==> src/rtl/onehot_index_encoder.sv <==
// Registered one-hot/multi-hot to index encoder: serializes the set bits of a select vector, lowest first.
// Optional macro ONEHOT_STRICT_EN: only exactly-one-hot vectors are accepted, all others are rejected with err.
module onehot_index_encoder #(
    parameter int WIDTH = 16,
    parameter int IDX_W = 4
) (
    input  logic             clk,
    input  logic             rst,
    input  logic             in_valid,
    output logic             in_ready,
    input  logic [WIDTH-1:0] in_vec,
    output logic             out_valid,
    input  logic             out_ready,
    output logic [IDX_W-1:0] out_idx,
    output logic             out_last,
    output logic             busy,
    output logic             err
);

    localparam logic [0:0] S_IDLE = 1'b0;
    localparam logic [0:0] S_SCAN = 1'b1;

    logic [0:0]       state_q, state_d;
    logic [WIDTH-1:0] pending_q, pending_d;
    logic             err_q, err_d;
    logic             accept;
    logic             reject;

    // Scanned high-to-low so the last write wins with the lowest set position.
    function automatic logic [IDX_W-1:0] lowest_idx(input logic [WIDTH-1:0] v);
        logic [IDX_W-1:0] idx;
        idx = '0;
        for (int i = WIDTH - 1; i >= 0; i--) begin
            if (v[i]) begin
                idx = IDX_W'(i);
            end
        end
        return idx;
    endfunction

    function automatic logic is_onehot(input logic [WIDTH-1:0] v);
        return (v != '0) && ((v & (v - WIDTH'(1))) == '0);
    endfunction

    always_comb begin
        in_ready  = (state_q == S_IDLE);
        out_valid = (state_q == S_SCAN);
        busy      = (state_q == S_SCAN);
        out_idx   = lowest_idx(pending_q);
        out_last  = (state_q == S_SCAN) && is_onehot(pending_q);
        err       = err_q;
    end

`ifdef ONEHOT_STRICT_EN
    assign reject = !is_onehot(in_vec);
`else
    assign reject = (in_vec == '0);
`endif

    assign accept = in_valid && in_ready;

    always_comb begin
        state_d   = state_q;
        pending_d = pending_q;
        err_d     = 1'b0;
        case (state_q)
            S_IDLE: begin
                if (accept) begin
                    if (reject) begin
                        err_d = 1'b1;
                    end else begin
                        pending_d = in_vec;
                        state_d   = S_SCAN;
                    end
                end
            end
            S_SCAN: begin
                if (out_ready) begin
                    // Clearing the lowest set bit: v & (v-1).
                    pending_d = pending_q & (pending_q - WIDTH'(1));
                    if (out_last) begin
                        state_d = S_IDLE;
                    end
                end
            end
            default: begin
                state_d   = S_IDLE;
                pending_d = '0;
            end
        endcase
    end

    always_ff @(posedge clk) begin
        if (rst) begin
            state_q   <= S_IDLE;
            pending_q <= '0;
            err_q     <= 1'b0;
        end else begin
            state_q   <= state_d;
            pending_q <= pending_d;
            err_q     <= err_d;
        end
    end

endmodule

==> config.mk <==
export PLATFORM = sky130hd
export DESIGN_NAME = onehot_index_encoder
export DESIGN_NICKNAME = d
export VERILOG_FILES = /design/src/rtl/onehot_index_encoder.sv
export SDC_FILE = /design/constraint.sdc
export NUM_CORES = 1
export LEC_CHECK = 0
export ABC_AREA = 1
export ABC_CLOCK_PERIOD_IN_PS = 2850
export BUFFER_PORTS_ARGS = -buffer_cell sky130_fd_sc_hd__clkbuf_2
export CORE_MARGIN = 3
export CORE_UTILIZATION = 45
export CTS_CLUSTER_DIAMETER = 50
export DETAILED_ROUTE_END_ITERATION = 7
export PLACE_DENSITY = 0.8
export SLEW_MARGIN = 20
export SYNTH_ARGS = -nofsm -noshare
export SYNTH_HDL_FRONTEND = slang
export SYNTH_SLANG_ARGS = --single-unit
==> constraint.sdc <==
create_clock -name clk -period 2.85 [get_ports clk]
set_input_delay 0.285 -clock clk [delete_from_list [all_inputs] [get_ports clk]]
set_output_delay 0.285 -clock clk [all_outputs]
set_load 0.005 [all_outputs]
==> impl_metrics.toml, run 1 <==
[cells_and_area]
finalNetCount = 236
areaGrowthSynthToFinish_pct = 12.8
diodes = 0
stdcell_area_sq_um = 1390
drive_above_1_share = 0.237

[sta]
rsz0062_at_grt = "no"
tightestPinTransition_ns = 0.391
max_slew_margin = 0.737
timing.fmax_mhz = 450
hold_violations = 0
layout_min_cycle_time_ns = 2.22
skew_ns = 0.00395
fin_crit_sh = 0.779
finalSetupTns_ns = 0
slew_violations = 0
setup_viol = 0

[route]
vias_per_cell = 5.29
wl_per_cell_um = 11.6
routed_wl_mm = 2.83
drtIter0Drc = 48
vias = 1296
drt_first_pass_iters = 5
route.detailed.drc = 0
final_antenna_net_count = 0

[synth]
synth.yosys.warnings = 0
ys_ff_latch = 18
synth-main-ff-cell = "dfxtp_1"
yosysSeqAreaShare = 0.292
synth_cells = 190
synthArstFlopShare = 0
synth_edf_count = 0
mappedNetlistArea_sq_um = 1230
synth.distinct_cells = 28
synth_nets = 210
avgSynthCellArea_sq_um = 6.49

[worst_setup_path]
worstPathCellList = "nor2_4 > nand2_4 > o21ai_0 > nand2_1 > nor3_2 > and2_2 > clkbuf_2"
worstRegToRegCells = 8
crit_required_ns = 2.57
r2r-end = "busy"
slowest_delay_ns = 0.38
rrSetupSlack_ns = 1.17
cp-start-kind = "flip-flop"
rr_startpoint = "pending_q[0]"
worstPathMaxFanout = 6
crit_type = "reg -> out"
end_kind = "primary output"
slowest_stage = "dfxtp_1"
arrival_ns = 1.94

[clocking]
cts-root-buf = "clkbuf_4"
cts_resized = 0
cts_setup_buffers = 0
cts_tree = "done"
cts_max_level = 1
clk_pin_slew_worst_paths_ns = 0.11
clk_latency_ns = 0.30
clockBufferDepth = 2
hold_buffers = 0
cts_made_buffers = 3
cts_num_sinks = 18

[hold_path]
whs_path_depth = 2
holdPathEnd = "pending_q[0]"
min_path_type = "in -> reg"
hp-start = "rst"

[pwr]
power_frac_clock = 0.222
power.leakage_nw = 0.666
sequentialPowerShare = 0.417
combPwrFrac = 0.362
power.total_mw = 0.729
p_sw_frac = 0.378
cellPowerDensity_nw_per_um2 = 524
switchingPower_mw = 0.276
p_int_mw = 0.454
vdd_drop_max_mv = 0.371

[die]
rows = 18
die_w_um = 58.4
die-height_um = 58.4
core_area_sq_um = 2540
design.die.area_sq_um = 3410
ioPinCount = 29
initial_core_util = 0.485

[global_routing]
grt_max_degree = 24
antenna_found_initial = 0
grt_pass1_wl_mm = 4.82
grt_pass1_vias = 1130
grt_use_total = 0.182
grt_overflow = 0

[placed_design]
dp_hpwl_mm = 2.21
placed_area_sq_um = 1360
globalplace.congestion = 0.804
port_buffers = 28

[job]
drv_cap = 0

[outcome]
status = "completed"
[per-stage QoR]
| step | hold slack, ns | cells | setup slack [ns] | util |
|---|---|---|---|---|
| after floorplan | 0.354 | 190 | 1.33 | - |
| after global placement | 0.488 | 241 | 0.992 | 0.532 |
| after detailed placement | 0.494 | 241 | 1.00 | 0.532 |
| after CTS | 0.182 | 245 | 0.651 | 0.547 |
| after global routing | 0.188 | 245 | 0.538 | 0.547 |
| final | 0.184 | 245 | 0.629 | 0.547 |
[logic make-up (layout without fill, tap and decap cells)]
logic type      Yosys count  count (layout)  share of synthesized area
mux                       1               1                    0.00811
compound gates           56              56                      0.236
buf+inv                  28              53                      0.113
simple gates             87              87                      0.351
flops                    18              18                      0.292
[power by group through the flow]
stage	registers (mW)	logic [mW]	clock network, mW
floorplan	0.305	0.206	0
global placement	0.308	0.263	0
detailed placement	0.309	0.263	0
CTS	0.303	0.264	0.163
global route	0.308	0.303	0.174
finish	0.304	0.264	0.162
[cells in the final DEF (no fill, tap or decap)]
cell | Yosys | final
a21oi_1 | 23 | 23
dfxtp_1 | 18 | 18
o21ai_0 | 28 | 28
inv_1 | 19 | 19
nor2_8 | 1 | 1
nor3_2 | 1 | 1
nor4_1 | 5 | 5
and2_2 | 1 | 1
inv_2 | 1 | 1
o21ai_1 | 1 | 1
nor2_2 | 5 | 5
o21ai_2 | 1 | 1
mux2i_1 | 1 | 1
nand2_4 | 1 | 1
buf_4 | 3 | 1
nor2_4 | 2 | 2
clkbuf_2 | 0 | 28
o21bai_1 | 1 | 1
nand3_2 | 2 | 2
nor3_1 | 1 | 1
nand2_2 | 3 | 3
o31ai_1 | 1 | 1
nand2_1 | 49 | 49
nand4_1 | 1 | 1
a21boi_0 | 1 | 1
nor2_1 | 8 | 8
clkbuf_4 | 0 | 3
nand3_1 | 7 | 7
clkbuf_8 | 0 | 1
[critical path, delay by kind of cell, from the launching register on]
family	cells	cell delay (ns)
and+or+nand+nor	5	0.80
DFF	1	0.38
AOI/OAI and AO/OA	1	0.35
buffers and inverters	1	0.10
[state kept, by name (all words and copies together), names as in the netlist]
signal	count
busy	1
err	1
pending_q	16
[worst max path at each step]
stage	start	to	slack, ns
after global placement	pending_q[0]	out_last	0.99
after global routing	pending_q[0]	out_last	0.54
after floorplan	pending_q[0]	out_last	1.33
after CTS	pending_q[0]	out_last	0.65
after detailed placement	pending_q[0]	out_last	1.00
final	pending_q[0]	out_last	0.63
[cell usage after synthesis, types with 2 or more instances]
cell type / count / share of area
dfxtp_1: 18 / 0.29
buf_4: 3 / 0.018
nor4_1: 5 / 0.025
a21oi_1: 23 / 0.093
nand3_2: 2 / 0.016
nand2_1: 49 / 0.15
clkbuf_1: 2 / 0.0061
o21ai_0: 28 / 0.11
nand3_1: 7 / 0.028
buf_6: 3 / 0.027
nand2_2: 3 / 0.015
inv_1: 19 / 0.058
nor2_2: 5 / 0.025
nor2_4: 2 / 0.018
nor2_1: 8 / 0.024
[area by class of cell]
class / instances / area [sq um]
fillers: 252 / 1150
multi-input cells: 144 / 734
flip-flops and latches: 18 / 360
repair buffers: 29 / 148
inverters: 20 / 75.1
well taps: 30 / 37.5
clock buffers: 4 / 36.3
[routing by layer]
metal,global-route usage,wire (um)
met5,0,0
met4,0.0596,20
met3,0.0329,176
met2,0.289,1310
met1,0.248,1330
No activity file was read; power rests on OpenSTA's default activity.
==> run 2, diff against run 1 <==
--- a/config.mk
+++ b/config.mk
@@ -5,14 +5,14 @@
 export SDC_FILE = /design/constraint.sdc
 export NUM_CORES = 1
 export LEC_CHECK = 0
-export ABC_AREA = 1
-export ABC_CLOCK_PERIOD_IN_PS = 2850
+export ABC_AREA = 0
+export ABC_CLOCK_PERIOD_IN_PS = 1930
 export BUFFER_PORTS_ARGS = -buffer_cell sky130_fd_sc_hd__clkbuf_2
 export CORE_MARGIN = 3
 export CORE_UTILIZATION = 45
 export CTS_CLUSTER_DIAMETER = 50
 export DETAILED_ROUTE_END_ITERATION = 7
-export PLACE_DENSITY = 0.8
+export PLACE_DENSITY = 0.83
 export SLEW_MARGIN = 20
 export SYNTH_ARGS = -nofsm -noshare
 export SYNTH_HDL_FRONTEND = slang
==> constraint.sdc (replaced) <==
create_clock -name clk -period 1.93 [get_ports clk]
set_input_delay 0.193 -clock clk [delete_from_list [all_inputs] [get_ports clk]]
set_output_delay 0.193 -clock clk [all_outputs]
set_load 0.005 [all_outputs]
==> run 2 against run 1 <==
Compared with the run above: worst hold slack worse by 0.094 ns; final area up 14%; critical endpoint unchanged; the flow now finishes with violations (setup timing); critical path type unchanged; wire length up 36%.
==> impl_metrics.toml, run 2 <==
[pwr]
sequentialPowerShare = 0.363
p_sw_frac = 0.367
power.leakage_nw = 0.678
switchingPower_mw = 0.437
p_int_mw = 0.754
vdd_drop_max_mv = 0.444
power_frac_clock = 0.217
cellPowerDensity_nw_per_um2 = 750
combPwrFrac = 0.420

[synth]
synth_area_leader_cell = "dfxtp_1"
synth_fa_ha_area_frac = 0.00871
avgSynthCellArea_sq_um = 7.14
synthXorXnorAreaFrac = 0
synth_edf_count = 0
yosysSeqAreaShare = 0.313
synth.distinct_cells = 41
synth-main-ff-cell = "dfxtp_1"
netlist_top_cells_count = "nor2_1, a21oi_1, dfxtp_1"
synth.yosys.warnings = 0
synth_cells = 161
synthArstFlopShare = 0
synth_nets = 181
synth_simple_gate_area_frac = 0.283
ys_ff_latch = 18
mappedNetlistArea_sq_um = 1150
synth_compound_area_frac = 0.311
synth_top_area_share = 0.313
synth_area_leaders = "dfxtp_1, a21oi_1, nor2_1, nand2_1, nor3_1"
synth_most_common_cell = "nor2_1"
muxShareOfSynthArea = 0.0174
synth_top_family_by_area = "compound AO/OA/AOI/OAI gates"

[sta]
setup_viol = 3
fin_crit_sh = 1.23
layout_min_cycle_time_ns = 2.37
skew_ns = 0.00238
tightestPinTransition_ns = 0.546
worst_slack_ns = -0.436
hold_violations = 0
rsz0062_at_grt = "yes"
max_slew_margin = 0.633
timing.fmax_mhz = 423
slew_violations = 0
finalSetupTns_ns = -0.574

[cells_and_area]
max_flop_register = "pending_q"
layout_common_cells = "clkbuf_2, buf_4, nor2_1, a21oi_1, nand2_1"
finalNetCount = 230
fin_cells = 237
drive_above_1_share = 0.388
diodes = 0
areaGrowthSynthToFinish_pct = 38.2
largest_register_ffs = 16

[die]
ioPinCount = 29
initial_core_util = 0.496
rows = 17
design.die.area_sq_um = 3200
die-height_um = 56.6
die_w_um = 56.6
core_area_sq_um = 2320

[route]
wl_met3_um = 442
vias = 1477
drtIter0Drc = 44
top_layer = "met4"
route.detailed.drc = 0
wl_met1_mm = 1.42
wl_met2_mm = 1.84
drt_first_pass_iters = 5
wl_per_cell_um = 16.3
routed_wl_mm = 3.86
vias_per_cell = 6.23
final_antenna_net_count = 0

[outcome]
violations = "setup timing"
status = "finished with violations"

[worst_setup_path]
cp-startpoint = "pending_q[0]"
rr_startpoint = "pending_q[0]"
cp-start-kind = "flip-flop"
crit_type = "reg -> out"
crit_required_ns = 1.74
arrival_ns = 2.17
worstPathMaxFanout = 5
end_kind = "primary output"
worstRegToRegCells = 7

[hold_path]
whs_path_depth = 3
hp-start = "in_vec[10]"
min_path_type = "in -> reg"

[placed_design]
dp_hpwl_mm = 2.58
place_inst = 230
globalplace.congestion = 0.934
port_buffers = 28

[clocking]
clockBufferDepth = 2
cts_tree = "done"
cts_max_level = 1
cts_made_buffers = 3
clk_latency_ns = 0.32
clk_pin_slew_worst_paths_ns = 0.12
cts-root-buf = "clkbuf_4"
cts_num_sinks = 18

[job]
drv_cap = 0

[global_routing]
grt_use_total = 0.237
grt_overflow = 0
antenna_found_initial = 0
grt_pass1_wl_mm = 6.02
grt_max_degree = 19
grt_pass1_vias = 1324
-- run 2: changes by cell type in the layout (fill, tap and decap cells not counted), sizes merged, moves of 7 or more --
| cell | delta |
|---|---|
| nand2 | -39 |
| buf | +27 |
| o21ai | -16 |
| inv | -15 |
| nor3 | +8 |
| nand3 | -7 |
-- run 2: cell families after synthesis --
logic type	Yosys count
compound gates	57
fa+ha+maj	1
buf+inv	17
flops	18
mux	2
simple gates	66
-- run 2: final cells by class --
class,instances,area [sq um]
Multi-Input combinational cell,126,781
Clock buffer,4,36.3
Tap cell,28,35.0
Inverter,5,18.8
Sequential cell,18,368
Fill cell,201,729
Timing Repair Buffer,56,350
-- run 2: power by group through the flow --
| stage | sequential [mW] | combinational [mW] | clock, mW |
|---|---|---|---|
| global placement | 0.431 | 0.419 | 0 |
| detailed placement | 0.434 | 0.429 | 0 |
| global route | 0.437 | 0.541 | 0.277 |
| floorplan | 0.429 | 0.254 | 0 |
| CTS | 0.426 | 0.473 | 0.253 |
| finish | 0.432 | 0.500 | 0.259 |
-- run 2: timing repair --
item,CTS,global route
endpoints found under the setup margin,3,5
gates resized for setup,13,7
buffers inserted,3,1
endpoints found under the hold margin,0,0
pin swaps,3,4
hold buffers,0,0
-- run 2: worst paths after layout --
| check | endpoint | slack [ns] |
|---|---|---|
| worst max register to register | busy | -0.14 |
| worst max-delay path | out_last | -0.44 |
| worst min-delay path | pending_q[10] | 0.09 |
| worst min register to register | pending_q[13] | 0.52 |
-- run 2: stage by stage --
| stage | total power [mW] | util | instance area, sq um | hold slack (ns) | setup slack [ns] |
|---|---|---|---|---|---|
| 2_1_floorplan | 0.683 | - | 1150 | 0.302 | 0.0293 |
| 3_3_place_gp | 0.850 | 0.628 | 1460 | 0.431 | 0.0117 |
| 3_5_place_dp | 0.862 | 0.628 | 1460 | 0.440 | -0.138 |
| 4_1_cts | 1.15 | 0.673 | 1560 | 0.0996 | -0.391 |
| 5_1_grt | 1.25 | 0.685 | 1590 | 0.0885 | -0.504 |
| 6_report | 1.19 | 0.685 | 1590 | 0.0901 | -0.436 |
-- run 2: routing by layer --
metal  GRT usage  vias to the layer above
met5           0                        -
met4       0.119                        0
li1            -                      694
met2       0.373                       92
met1       0.291                      671
met3      0.0690                       20
-- run 2: critical path, stage by stage (launching register included) --
cell	delay [ns]
dfxtp_2	0.35
or4_4	0.58
o31ai_2	0.25
nand3_1	0.12
a211oi_2	0.17
and4_1	0.25
clkbuf_2	0.12
